`src/rtl/thread_pkg.sv`:
```
// ----------------------------------------------------------------------------
// thread_pkg
// Shared types for the per-thread control path: sequencer state encoding,
// default PC width and the PC type.
// No ports (package).
// ----------------------------------------------------------------------------
package thread_pkg;

  localparam int AW = 10;

  typedef logic [AW-1:0] pc_t;

  typedef enum logic [1:0] {
    IDLE = 2'd0,
    RUN  = 2'd1,
    HALT = 2'd2
  } seq_state_t;

endpackage : thread_pkg

```
`src/rtl/thread_sequencer_if.sv`:
```
// ----------------------------------------------------------------------------
// thread_sequencer_if
// Bundles the decoder-to-sequencer control fields and the sequencer-to-fetch
// outputs of one thread.
//   master : decode/fetch side (drives decoder fields, receives fetch control)
//   slave  : sequencer side
// Signals:
//   dec_valid, stall, is_jump, pop, set_tos, is_halted : decoder control bits
//   jump_addr, addr_tos                                : decoder targets
//   pc, fetch_en, flush                                : fetch control
// ----------------------------------------------------------------------------
interface thread_sequencer_if #(
  parameter int AW = thread_pkg::AW
);

  logic          dec_valid;
  logic          stall;
  logic          is_jump;
  logic          pop;
  logic          set_tos;
  logic          is_halted;
  logic [AW-1:0] jump_addr;
  logic [AW-1:0] addr_tos;
  logic [AW-1:0] pc;
  logic          fetch_en;
  logic          flush;

  modport master (
    output dec_valid, stall, is_jump, pop, set_tos, is_halted,
    output jump_addr, addr_tos,
    input  pc, fetch_en, flush
  );

  modport slave (
    input  dec_valid, stall, is_jump, pop, set_tos, is_halted,
    input  jump_addr, addr_tos,
    output pc, fetch_en, flush
  );

endinterface : thread_sequencer_if

```
`src/rtl/ret_stack.sv`:
```
// ----------------------------------------------------------------------------
// ret_stack
// Register-based LIFO of DEPTH entries, AW bits each, with zero read latency.
// Ports:
//   clk, rst  : clock, synchronous active-high reset (empties the stack)
//   i_clr     : synchronous clear (empties the stack)
//   i_push    : write i_data on top (ignored when full)
//   i_pop     : discard top entry (ignored when empty)
//   i_data    : push data
//   o_tos     : top-of-stack, valid whenever o_empty is low
//   o_full, o_empty, o_depth : occupancy status
// ----------------------------------------------------------------------------
module ret_stack #(
  parameter int DEPTH = 4,
  parameter int AW    = 10
) (
  input  logic                     clk,
  input  logic                     rst,
  input  logic                     i_clr,
  input  logic                     i_push,
  input  logic                     i_pop,
  input  logic [AW-1:0]            i_data,
  output logic [AW-1:0]            o_tos,
  output logic                     o_full,
  output logic                     o_empty,
  output logic [$clog2(DEPTH):0]   o_depth
);

  localparam int PW = $clog2(DEPTH);
  localparam int DW = PW + 1;

  logic [AW-1:0] r_mem [DEPTH];
  logic [DW-1:0] r_ptr;
  logic [PW-1:0] w_wr_idx;
  logic [PW-1:0] w_top_idx;

  // r_ptr counts occupied entries, so its low bits address the next free slot
  // and the slot below it is the top of stack.
  assign w_wr_idx  = r_ptr[PW-1:0];
  assign w_top_idx = w_wr_idx - 1'b1;

  assign o_full  = (r_ptr == DW'(DEPTH));
  assign o_empty = (r_ptr == '0);
  assign o_depth = r_ptr;
  assign o_tos   = r_mem[w_top_idx];

  always_ff @(posedge clk) begin
    if (rst || i_clr) begin
      r_ptr <= '0;
    end else if (i_push && !o_full) begin
      r_ptr <= r_ptr + 1'b1;
    end else if (i_pop && !o_empty) begin
      r_ptr <= r_ptr - 1'b1;
    end
  end

  // Entry storage carries no reset; only the pointer decides what is valid.
  always_ff @(posedge clk) begin
    if (i_push && !o_full) begin
      r_mem[w_wr_idx] <= i_data;
    end
  end

endmodule : ret_stack

```
`src/rtl/thread_sequencer.sv`:
```
// ----------------------------------------------------------------------------
// thread_sequencer
// PC and control-flow sequencer for one thread: owns the PC, a hardware
// return/loop stack, and the IDLE/RUN/HALT thread state.
// Ports:
//   clk, rst      : clock, synchronous active-high reset
//   i_start       : launch thread (honoured in IDLE or HALT only)
//   i_start_pc    : first fetch address, sampled with i_start
//   bus (slave)   : decoder fields in; pc / fetch_en / flush out
//   o_running     : state is RUN
//   o_halted      : state is HALT
//   o_err         : sticky stack overflow/underflow, cleared by start or rst
//   o_depth       : current stack occupancy
// ----------------------------------------------------------------------------
module thread_sequencer #(
  parameter int DEPTH = 4,
  parameter int AW    = thread_pkg::AW
) (
  input  logic                   clk,
  input  logic                   rst,
  input  logic                   i_start,
  input  logic [AW-1:0]          i_start_pc,
  thread_sequencer_if.slave      bus,
  output logic                   o_running,
  output logic                   o_halted,
  output logic                   o_err,
  output logic [$clog2(DEPTH):0] o_depth
);

  import thread_pkg::*;

  seq_state_t    r_state;
  seq_state_t    w_state_nxt;
  logic [AW-1:0] r_pc;
  logic [AW-1:0] w_pc_nxt;
  logic          r_err;
  logic          w_err_nxt;

  logic          w_start;
  logic          w_retire;
  logic          w_do_halt;
  logic          w_do_pop;
  logic          w_pop_err;
  logic          w_do_jump;
  logic          w_do_push;
  logic          w_push_err;
  logic          w_do_seq;
  logic          w_fetch_en;
  logic          w_flush;

  logic [AW-1:0] w_tos;
  logic          w_full;
  logic          w_empty;

  ret_stack #(
    .DEPTH (DEPTH),
    .AW    (AW)
  ) u_ret_stack (
    .clk     (clk),
    .rst     (rst),
    .i_clr   (w_start),
    .i_push  (w_do_push),
    .i_pop   (w_do_pop),
    .i_data  (bus.addr_tos),
    .o_tos   (w_tos),
    .o_full  (w_full),
    .o_empty (w_empty),
    .o_depth (o_depth)
  );

  // Retire priority encoder. Exactly one action fires per retired
  // instruction, so push and pop can never coincide. A cycle with rst high
  // retires nothing, which also keeps flush low during reset.
  always_comb begin
    w_start    = i_start && (r_state != RUN);
    w_retire   = (r_state == RUN) && bus.dec_valid && !bus.stall && !rst;
    w_do_halt  = 1'b0;
    w_do_pop   = 1'b0;
    w_pop_err  = 1'b0;
    w_do_jump  = 1'b0;
    w_do_push  = 1'b0;
    w_push_err = 1'b0;
    w_do_seq   = 1'b0;
    if (w_retire) begin
      if (bus.is_halted) begin
        w_do_halt = 1'b1;
      end else if (bus.pop) begin
        if (w_empty) w_pop_err = 1'b1;
        else         w_do_pop  = 1'b1;
      end else if (bus.is_jump) begin
        w_do_jump = 1'b1;
      end else if (bus.set_tos) begin
        if (w_full) w_push_err = 1'b1;
        else        w_do_push  = 1'b1;
      end else begin
        w_do_seq = 1'b1;
      end
    end
  end

  // FSM: state register
  always_ff @(posedge clk) begin
    if (rst) begin
      r_state <= IDLE;
    end else begin
      r_state <= w_state_nxt;
    end
  end

  // FSM: next-state logic
  always_comb begin
    w_state_nxt = r_state;
    case (r_state)
      IDLE, HALT: begin
        if (w_start) w_state_nxt = RUN;
      end
      RUN: begin
        if (w_do_halt || w_pop_err || w_push_err) w_state_nxt = HALT;
      end
      default: w_state_nxt = IDLE;
    endcase
  end

  // FSM: outputs (decodes of the registered state)
  always_comb begin
    o_running  = (r_state == RUN);
    o_halted   = (r_state == HALT);
    w_fetch_en = o_running && !bus.stall;
    w_flush    = w_do_pop || w_do_jump;
  end

  // PC and sticky error next values. Faulting retires leave the PC alone so
  // it still points at the offending instruction's successor fetch.
  always_comb begin
    w_pc_nxt  = r_pc;
    w_err_nxt = r_err;
    if (w_start) begin
      w_pc_nxt  = i_start_pc;
      w_err_nxt = 1'b0;
    end else begin
      if (w_do_pop)                      w_pc_nxt = w_tos;
      else if (w_do_jump)                w_pc_nxt = bus.jump_addr;
      else if (w_do_push || w_do_seq)    w_pc_nxt = r_pc + 1'b1;
      if (w_pop_err || w_push_err)       w_err_nxt = 1'b1;
    end
  end

  always_ff @(posedge clk) begin
    if (rst) begin
      r_pc  <= '0;
      r_err <= 1'b0;
    end else begin
      r_pc  <= w_pc_nxt;
      r_err <= w_err_nxt;
    end
  end

  assign bus.pc       = r_pc;
  assign bus.fetch_en = w_fetch_en;
  assign bus.flush    = w_flush;
  assign o_err        = r_err;

endmodule : thread_sequencer

```
`src/flat_wrapper.sv`:
```
// flat-port wrapper written by rule: the top's interface ports become plain ports
module thread_sequencer_flat import thread_pkg::*;
#(
  parameter int DEPTH = 4,
  parameter int AW    = thread_pkg::AW
)
  (clk, rst, i_start, i_start_pc, o_running, o_halted, o_err, o_depth, bus_dec_valid, bus_stall, bus_is_jump, bus_pop, bus_set_tos, bus_is_halted, bus_jump_addr, bus_addr_tos, bus_pc, bus_fetch_en, bus_flush);
  thread_sequencer_if #(.AW(AW)) bus_i ();
  input  logic clk;
  input  logic rst;
  input  logic i_start;
  input  logic [AW-1:0] i_start_pc;
  output logic o_running;
  output logic o_halted;
  output logic o_err;
  output logic [$clog2(DEPTH):0] o_depth;
  input wire logic [$bits(bus_i.dec_valid)-1:0] bus_dec_valid;
  input wire logic [$bits(bus_i.stall)-1:0] bus_stall;
  input wire logic [$bits(bus_i.is_jump)-1:0] bus_is_jump;
  input wire logic [$bits(bus_i.pop)-1:0] bus_pop;
  input wire logic [$bits(bus_i.set_tos)-1:0] bus_set_tos;
  input wire logic [$bits(bus_i.is_halted)-1:0] bus_is_halted;
  input wire logic [$bits(bus_i.jump_addr)-1:0] bus_jump_addr;
  input wire logic [$bits(bus_i.addr_tos)-1:0] bus_addr_tos;
  output wire logic [$bits(bus_i.pc)-1:0] bus_pc;
  output wire logic [$bits(bus_i.fetch_en)-1:0] bus_fetch_en;
  output wire logic [$bits(bus_i.flush)-1:0] bus_flush;
  assign bus_i.dec_valid = bus_dec_valid;
  assign bus_i.stall = bus_stall;
  assign bus_i.is_jump = bus_is_jump;
  assign bus_i.pop = bus_pop;
  assign bus_i.set_tos = bus_set_tos;
  assign bus_i.is_halted = bus_is_halted;
  assign bus_i.jump_addr = bus_jump_addr;
  assign bus_i.addr_tos = bus_addr_tos;
  assign bus_pc = bus_i.pc;
  assign bus_fetch_en = bus_i.fetch_en;
  assign bus_flush = bus_i.flush;
  thread_sequencer #(.DEPTH(DEPTH), .AW(AW)) u_core (.clk(clk), .rst(rst), .i_start(i_start), .i_start_pc(i_start_pc), .bus(bus_i), .o_running(o_running), .o_halted(o_halted), .o_err(o_err), .o_depth(o_depth));
endmodule
```
`config.mk`:
```
export PLATFORM = sky130hd
export DESIGN_NAME = thread_sequencer_flat
export DESIGN_NICKNAME = d
export VERILOG_FILES = /design/src/rtl/thread_pkg.sv /design/src/rtl/thread_sequencer_if.sv /design/src/rtl/ret_stack.sv /design/src/rtl/thread_sequencer.sv /design/src/flat_wrapper.sv
export SDC_FILE = /design/constraint.sdc
export NUM_CORES = 1
export LEC_CHECK = 0
export BUFFER_PORTS_ARGS = -buffer_cell sky130_fd_sc_hd__buf_2
export CAP_MARGIN = 20
export CORE_MARGIN = 2
export CORE_UTILIZATION = 35
export DETAILED_ROUTE_END_ITERATION = 16
export MAX_ROUTING_LAYER = met4
export PLACE_DENSITY = 0.66
export SYNTH_ARGS = -nofsm -noshare
export SYNTH_HDL_FRONTEND = slang
export SYNTH_SLANG_ARGS = --single-unit
```
`constraint.sdc`:
```
create_clock -name clk -period 3.4 [get_ports clk]
set_input_delay 0.68 -clock clk [delete_from_list [all_inputs] [get_ports clk]]
set_output_delay 0.68 -clock clk [all_outputs]
set_load 0.01 [all_outputs]
```
# ---- After elaboration in Yosys (flattened, before gate mapping)
# Memories as Yosys holds them, arrays and structs flattened.
# Index checks and enable logic that the tools add are counted.
dict set report totals {
  regBits 16
  ram_bits 40
  inputBits 39
  out_inout_bits 18
  elab_cells 81
  memories 1
}
dict set report op_classes {
  n_addsub 4
  eq_ne 6
  mux 42
  n_reduce_logical 24
}
# memory depth word_bits rd rd_ports_with_merged_regs wr line_no
set mem_list {}
lappend mem_list {u_core.u_ret_stack.r_mem 4 10 1 0 1 ret_stack.sv:32} ;# logic [AW-1:0] r_mem [DEPTH];
# operator n
set ops {}
lappend ops {{two-way mux 10 bit} 4}
lappend ops {{two-way mux 1 bit} 33}
lappend ops {{adder 10 x 1 -> 10 bit, second input constant} 1}
lappend ops {{logical AND 1 bit} 7}
lappend ops {{logical OR 1 bit} 6}
lappend ops {{two-way mux 3 bit} 2}
lappend ops {{logical NOT 1 bit} 4}
lappend ops {{two-way mux 2 bit} 2}
lappend ops {{inequality test 2 x 1 -> 1 bit, second input constant} 2}
lappend ops {{one-hot mux 2 bit (2 select lines)} 1}
lappend ops {{nonzero test 4 bit} 1}
lappend ops {{OR reduction 2 bit} 2}
lappend ops {{adder 3 x 1 -> 3 bit, second input constant} 1}
lappend ops {{equality test 3 bit, second input constant} 1}
lappend ops {{logical NOT 3 bit} 1}
lappend ops {{subtractor 3 x 1 -> 3 bit, second input constant} 1}
lappend ops {{equality test 2 x 1 -> 1 bit, second input constant} 1}
lappend ops {{equality test 2 bit, second input constant} 1}
lappend ops {{logical NOT 2 bit} 1}
lappend ops {{inequality test 2 bit, second input constant} 1}
lappend ops {{AND reduction 2 bit} 1}
lappend ops {{nonzero test 2 bit} 1}
lappend ops {{subtractor 2 x 1 -> 2 bit, second input constant} 1}

# ---- Longest topological paths before layout
dict set report logic_depth {
  depth_word 12
  mapped_depth 11
  mapped_depth_nobuf 10
}

# ---- Cells and area by module
# From an unflattened synthesis, not the netlist that was laid out.
dict set report hier_totals {
  hier_cells 230
  hier_area_um2 2777.7
}
# mod n_inst cells_each area_per_inst_um2 seq_area_each_um2
set modules_own_cells {}
lappend modules_own_cells {ret_stack 1 91 1784.2 1261.2}
lappend modules_own_cells {thread_sequencer 1 139 993.5 260.2}

# ---- Worst setup path after synthesis
# OpenSTA, ideal clock, no wires.
dict set report synth_timing {
  kind {register to register}
  startpoint {register u_core.u_ret_stack.r_ptr[0] (netlist: u_core.u_ret_stack.o_depth[0])}
  endpoint {register u_core.u_ret_stack.r_ptr[2] (netlist: u_core.u_ret_stack.o_depth[2])}
  t_arrival_ps 2168
  t_required_ps 3270
  slack_ps 1102
  stages_incl_launch_ff 12
  synth_period_minus_slack_ps 2298
  cell_sequence {dfxtp_1 buf_4 inv_1 ha_1 inv_1 o2111a_1 xnor2_1 ha_1 nor2_1 a32oi_1 xnor2_1 nor3_1}
}
dict set report synth_between {
  elab_chain_cells 9
  elab_cells_between_ends 21
}
# item line_no
set synth_lines {}
lappend synth_lines {{start: declaration} ret_stack.sv:33} ;# logic [DW-1:0] r_ptr;
lappend synth_lines {{start signal: assignment} ret_stack.sv:51} ;# r_ptr <= r_ptr + 1'b1;
lappend synth_lines {{start signal: assignment} ret_stack.sv:53} ;# r_ptr <= r_ptr - 1'b1;
lappend synth_lines {{equality test 3 bit} ret_stack.sv:42} ;# assign o_full = (r_ptr == DW'(DEPTH));
lappend synth_lines {{two-way mux 1 bit} thread_sequencer.sv:93} ;# if (w_full) w_push_err = 1'b1;
lappend synth_lines {{two-way mux 1 bit} thread_sequencer.sv:92} ;# end else if (bus.set_tos) begin
lappend synth_lines {{two-way mux 1 bit} thread_sequencer.sv:90} ;# end else if (bus.is_jump) begin
lappend synth_lines {{two-way mux 1 bit} thread_sequencer.sv:87} ;# end else if (bus.pop) begin
lappend synth_lines {{two-way mux 1 bit} thread_sequencer.sv:85} ;# if (bus.is_halted) begin
lappend synth_lines {{two-way mux 1 bit} thread_sequencer.sv:84} ;# if (w_retire) begin
lappend synth_lines {{logical AND 1 bit} ret_stack.sv:50} ;# end else if (i_push && !o_full) begin
lappend synth_lines {{two-way mux 3 bit or nonzero test 2 bit (tied branches)} --}
# Several ways; a longest one is shown, not always the timed one. The select of a mux whose other input is x is not followed.
# A chain may end at the register's enable or synchronous reset.

# ---- Worst setup path in the final report
dict set report layout_timing {
  startpoint {register u_core.u_ret_stack.r_ptr[0] (netlist: u_core.u_ret_stack.o_depth[0])}
  endpoint {output port bus_flush}
}
dict set report layout_between {
  elab_chain_cells 6
}
# item line_no
set layout_lines {}
lappend layout_lines {{logical NOT 3 bit} ret_stack.sv:43} ;# assign o_empty = (r_ptr == '0);
lappend layout_lines {{two-way mux 1 bit} thread_sequencer.sv:88} ;# if (w_empty) w_pop_err = 1'b1;
lappend layout_lines {{two-way mux 1 bit} thread_sequencer.sv:87}
lappend layout_lines {{two-way mux 1 bit} thread_sequencer.sv:85}
lappend layout_lines {{two-way mux 1 bit} thread_sequencer.sv:84}
lappend layout_lines {{logical OR 1 bit} thread_sequencer.sv:129} ;# w_flush = w_do_pop || w_do_jump;
lappend layout_lines {{end: declaration} flat_wrapper.sv:27} ;# output wire logic [$bits(bus_i.flush)-1:0] bus_flush;
# Every way passes these cells.

==> implementation parameters <==
Parameter                              Value

Power
  Leakage power figure    1.13 nW
  Worst vdd rail ir drop    0.220 mV
  Areal power density over the cells    just under 400 nW/um^2

Routing
  DR vias/cell    5.07
  First DRT Iteration DRCs    115
  Detail-routed net length per standard cell    16.0 um
  Top Layer Used    met4
  Met3 Routed Length    262 um
  Remaining antenna violation count    0
  Final wirelength    between 5000 and 6000 um
  Routed length on met2    3020 um
  Number of DRC violations after detailed routing    0
  Routed vias    1898
  Post-route met1 wirelength    2580 um
  DR pass1 iterations    4

Placement
  Final GP Congestion    0.823
  DP Wirelength    4450 um
  Worst slack after detailed placement    0.865 ns
  IO Port Bufs    56

Timing
  Worst Skew    0.00912 ns
  Highest attainable clock frequency    362 MHz
  Slew headroom    0.614
  Total count of max-transition violations in the final report    0
  Worst Max-Slew Pin Slew    0.574 ns
  Final worst hold slack    around 0.53 ns
  Part of the cycle the worst path needs    0.813
  Setup Viol. Count Final    0
  Setup repair after global routing missed its margin    no
  Final hold viol count    0
  Setup slack after layout    0.637 ns
  Shortest period the worst path allows    around 2.8 ns
  Sum Neg Setup Slack    0 ns

Yosys
  Number of enable-type register cells in the synthesized netlist    40
  Async set-reset flop share out of synthesis    0
  Post-synth net total    261
  Post-Syn Area per Cell    12.6 um^2
  Share of the synthesized area in the top cell type    0.443
  Top FF cell, synth    edfxtp_1
  Top post-synthesis cells by area    edfxtp_1 44%, dfxtp_1 12%, mux4_2 8.3%
  Sequential area share after synthesis    0.561
  FF+latch count, synth    between 50 and 60
  Ys Warns    0
  Post-synth design cell area    2710 um^2
  Number of different library cells in the post-synthesis netlist    between 40 and 50
  Yosys top cell by area    edfxtp_1
  Cell count after synthesis    216

Finish
  Final antenna diode count    0
  Share of post-route cells with drive strength above 1    0.298
  Synth-to-layout area growth    16.7%
  Leading cell types in the layout, fill and taps excluded    56 x buf_2, 40 x edfxtp_1, 19 x nand2_1, 16 x dfxtp_1
  Final-stage net count    316
  Leading cell type in the layout, fill and taps excluded    buf_2
  Number of fill cells in the layout    approximately 800

Clocking
  Worst-case clock buffer depth    2
  Clock latency at the later pin of the worst-skew pair    0.31 ns
  Hold buffer count at CTS    0
  Root buffer cell    clkbuf_8
  Count of clock tree sinks    56
  Post-CTS clock slew at the launch and capture registers of the worst setup and hold paths    0.11 ns
  Buffers inserted by post-CTS timing repair    0
  Post_cts resized    0
  Clock tree from TritonCTS    done
  Number of buffers inserted during clock tree synthesis    5
  Count of H-tree levels built during CTS    2

Floorplan
  Core Region    7610 um^2
  Die X    92.0 um
  Number of standard-cell rows in the floorplan    32
  Total I/O pin count    between 50 and 60
  Area of the die    8470 um^2
  Starting density of the core    0.357
  Die height    92.0 um

Worst setup path
  Worst-path fanout max    16
  Setup crit start kind    flip-flop
  Crit path required time    2.72 ns
  Critical path endpoint category    output port
  Critical path class    flip-flop to output port
  Signal arrival time at the worst endpoint    ~2.1 ns

GRT
  Total routing resource utilization after global routing    0.148
  Pin count of the biggest net entering global routing    20
  Via count of the first global-routing pass    around 1900
  Initial antenna violation count    0
  Remaining Overflow, GRT    0
  Wire length of the first global-routing pass    9380 um

Worst hold path
  Hold Path Class    flip-flop to flip-flop

Job
  Number of max-capacitance violations reported    0

Run status
  Outcome    finished clean
## where the power goes
part	leakage [nW]	internal (W)	switching, W
Sequential	0.490	0.000738	0.0000109
Combinational	0.595	0.0000473	0.0000591
Clock	0.0452	0.000151	0.000226
## synth_stat cells, types with 2 or more instances
master     count
inv_1          7
nor3_1         8
o22ai_1        2
ha_1           6
and2_1         6
o211ai_1       2
nor2b_1        3
nor3b_1        2
o2111ai_1      2
nor2_1         9
buf_6          2
o32ai_1        3
edfxtp_1      40
a2bb2oi_1      3
clkbuf_1       3
buf_2          2
nand2_1       19
a21oi_1       10
mux4_2        10
dfxtp_1       16
nand3_1        9
a21o_1         2
o21ai_0        2
xor2_1         2
nand4_1        2
nand2b_1       7
a31o_2         2
a31oi_1        8
xnor2_1        8
## flip-flops by register name (all words and copies together), names as in the netlist
register / cells
u_core.o_err: 1
u_core.bus.pc: 10
u_core.u_ret_stack.r_mem: 40
u_core.u_ret_stack.o_depth: 3
u_core.r_state: 2
## metal layers
metal  track usage  vias to the layer above
li1              -                      938
met5             -                        -
met4        0.0522                        0
met2         0.244                       49
met3        0.0362                        8
met1         0.177                      903
## critical path: stages, from the launching register on
cell and delay [ns]:
dfxtp_1 0.32, buf_4 0.27, inv_1 0.12, ha_1 0.27
nand3b_1 0.14, o21ai_0 0.22, nor2_1 0.25, buf_2 0.18
## kinds of logic after synthesis
group,synth area share
buffers and inverters,0.0304
AND/OR/NAND/NOR,0.148
multiplexers,0.0867
adder cells (fa/ha/maj),0.0277
XOR/XNOR,0.0323
AO/OA/AOI/OAI,0.114
flip-flops,0.561
## path summary, 6_finish.rpt
kind	startpoint	end	slack (ns)	depth (start not counted)
setup / recovery	u_core.u_ret_stack.o_depth[0]$_SDFFE_PP0P_	bus_flush	0.64	7
hold / removal	u_core.o_err$_SDFFE_PP0P_	u_core.o_err$_SDFFE_PP0P_	0.53	2
setup reg to reg	u_core.u_ret_stack.o_depth[0]$_SDFFE_PP0P_	u_core.u_ret_stack.o_depth[2]$_SDFFE_PP0P_	1.07	11
hold reg to reg	u_core.o_err$_SDFFE_PP0P_	u_core.o_err$_SDFFE_PP0P_	0.53	2
## stage by stage
stage                     cell area, um^2   util  instances  power [W]
after global routing                 3170  0.416        374    0.00128
after global placement               3070  0.404        366   0.000869
after floorplan                      2710      -        216   0.000820
after detailed placement             3070  0.404        366   0.000871
final                                3170  0.416        374    0.00123
after CTS                            3170  0.416        374    0.00124
## area by class of cell
type,count,area (um^2),area share
clock inverters,3,25.0,0.00791
clock buffers,5,68.8,0.0217
flip-flops and latches,56,1520,0.481
repair buffers,57,288,0.0909
well taps,102,128,0.0403
inverters,7,26.3,0.00830
multi-input cells,144,1110,0.350
No activity file was read; power rests on OpenSTA's default activity.
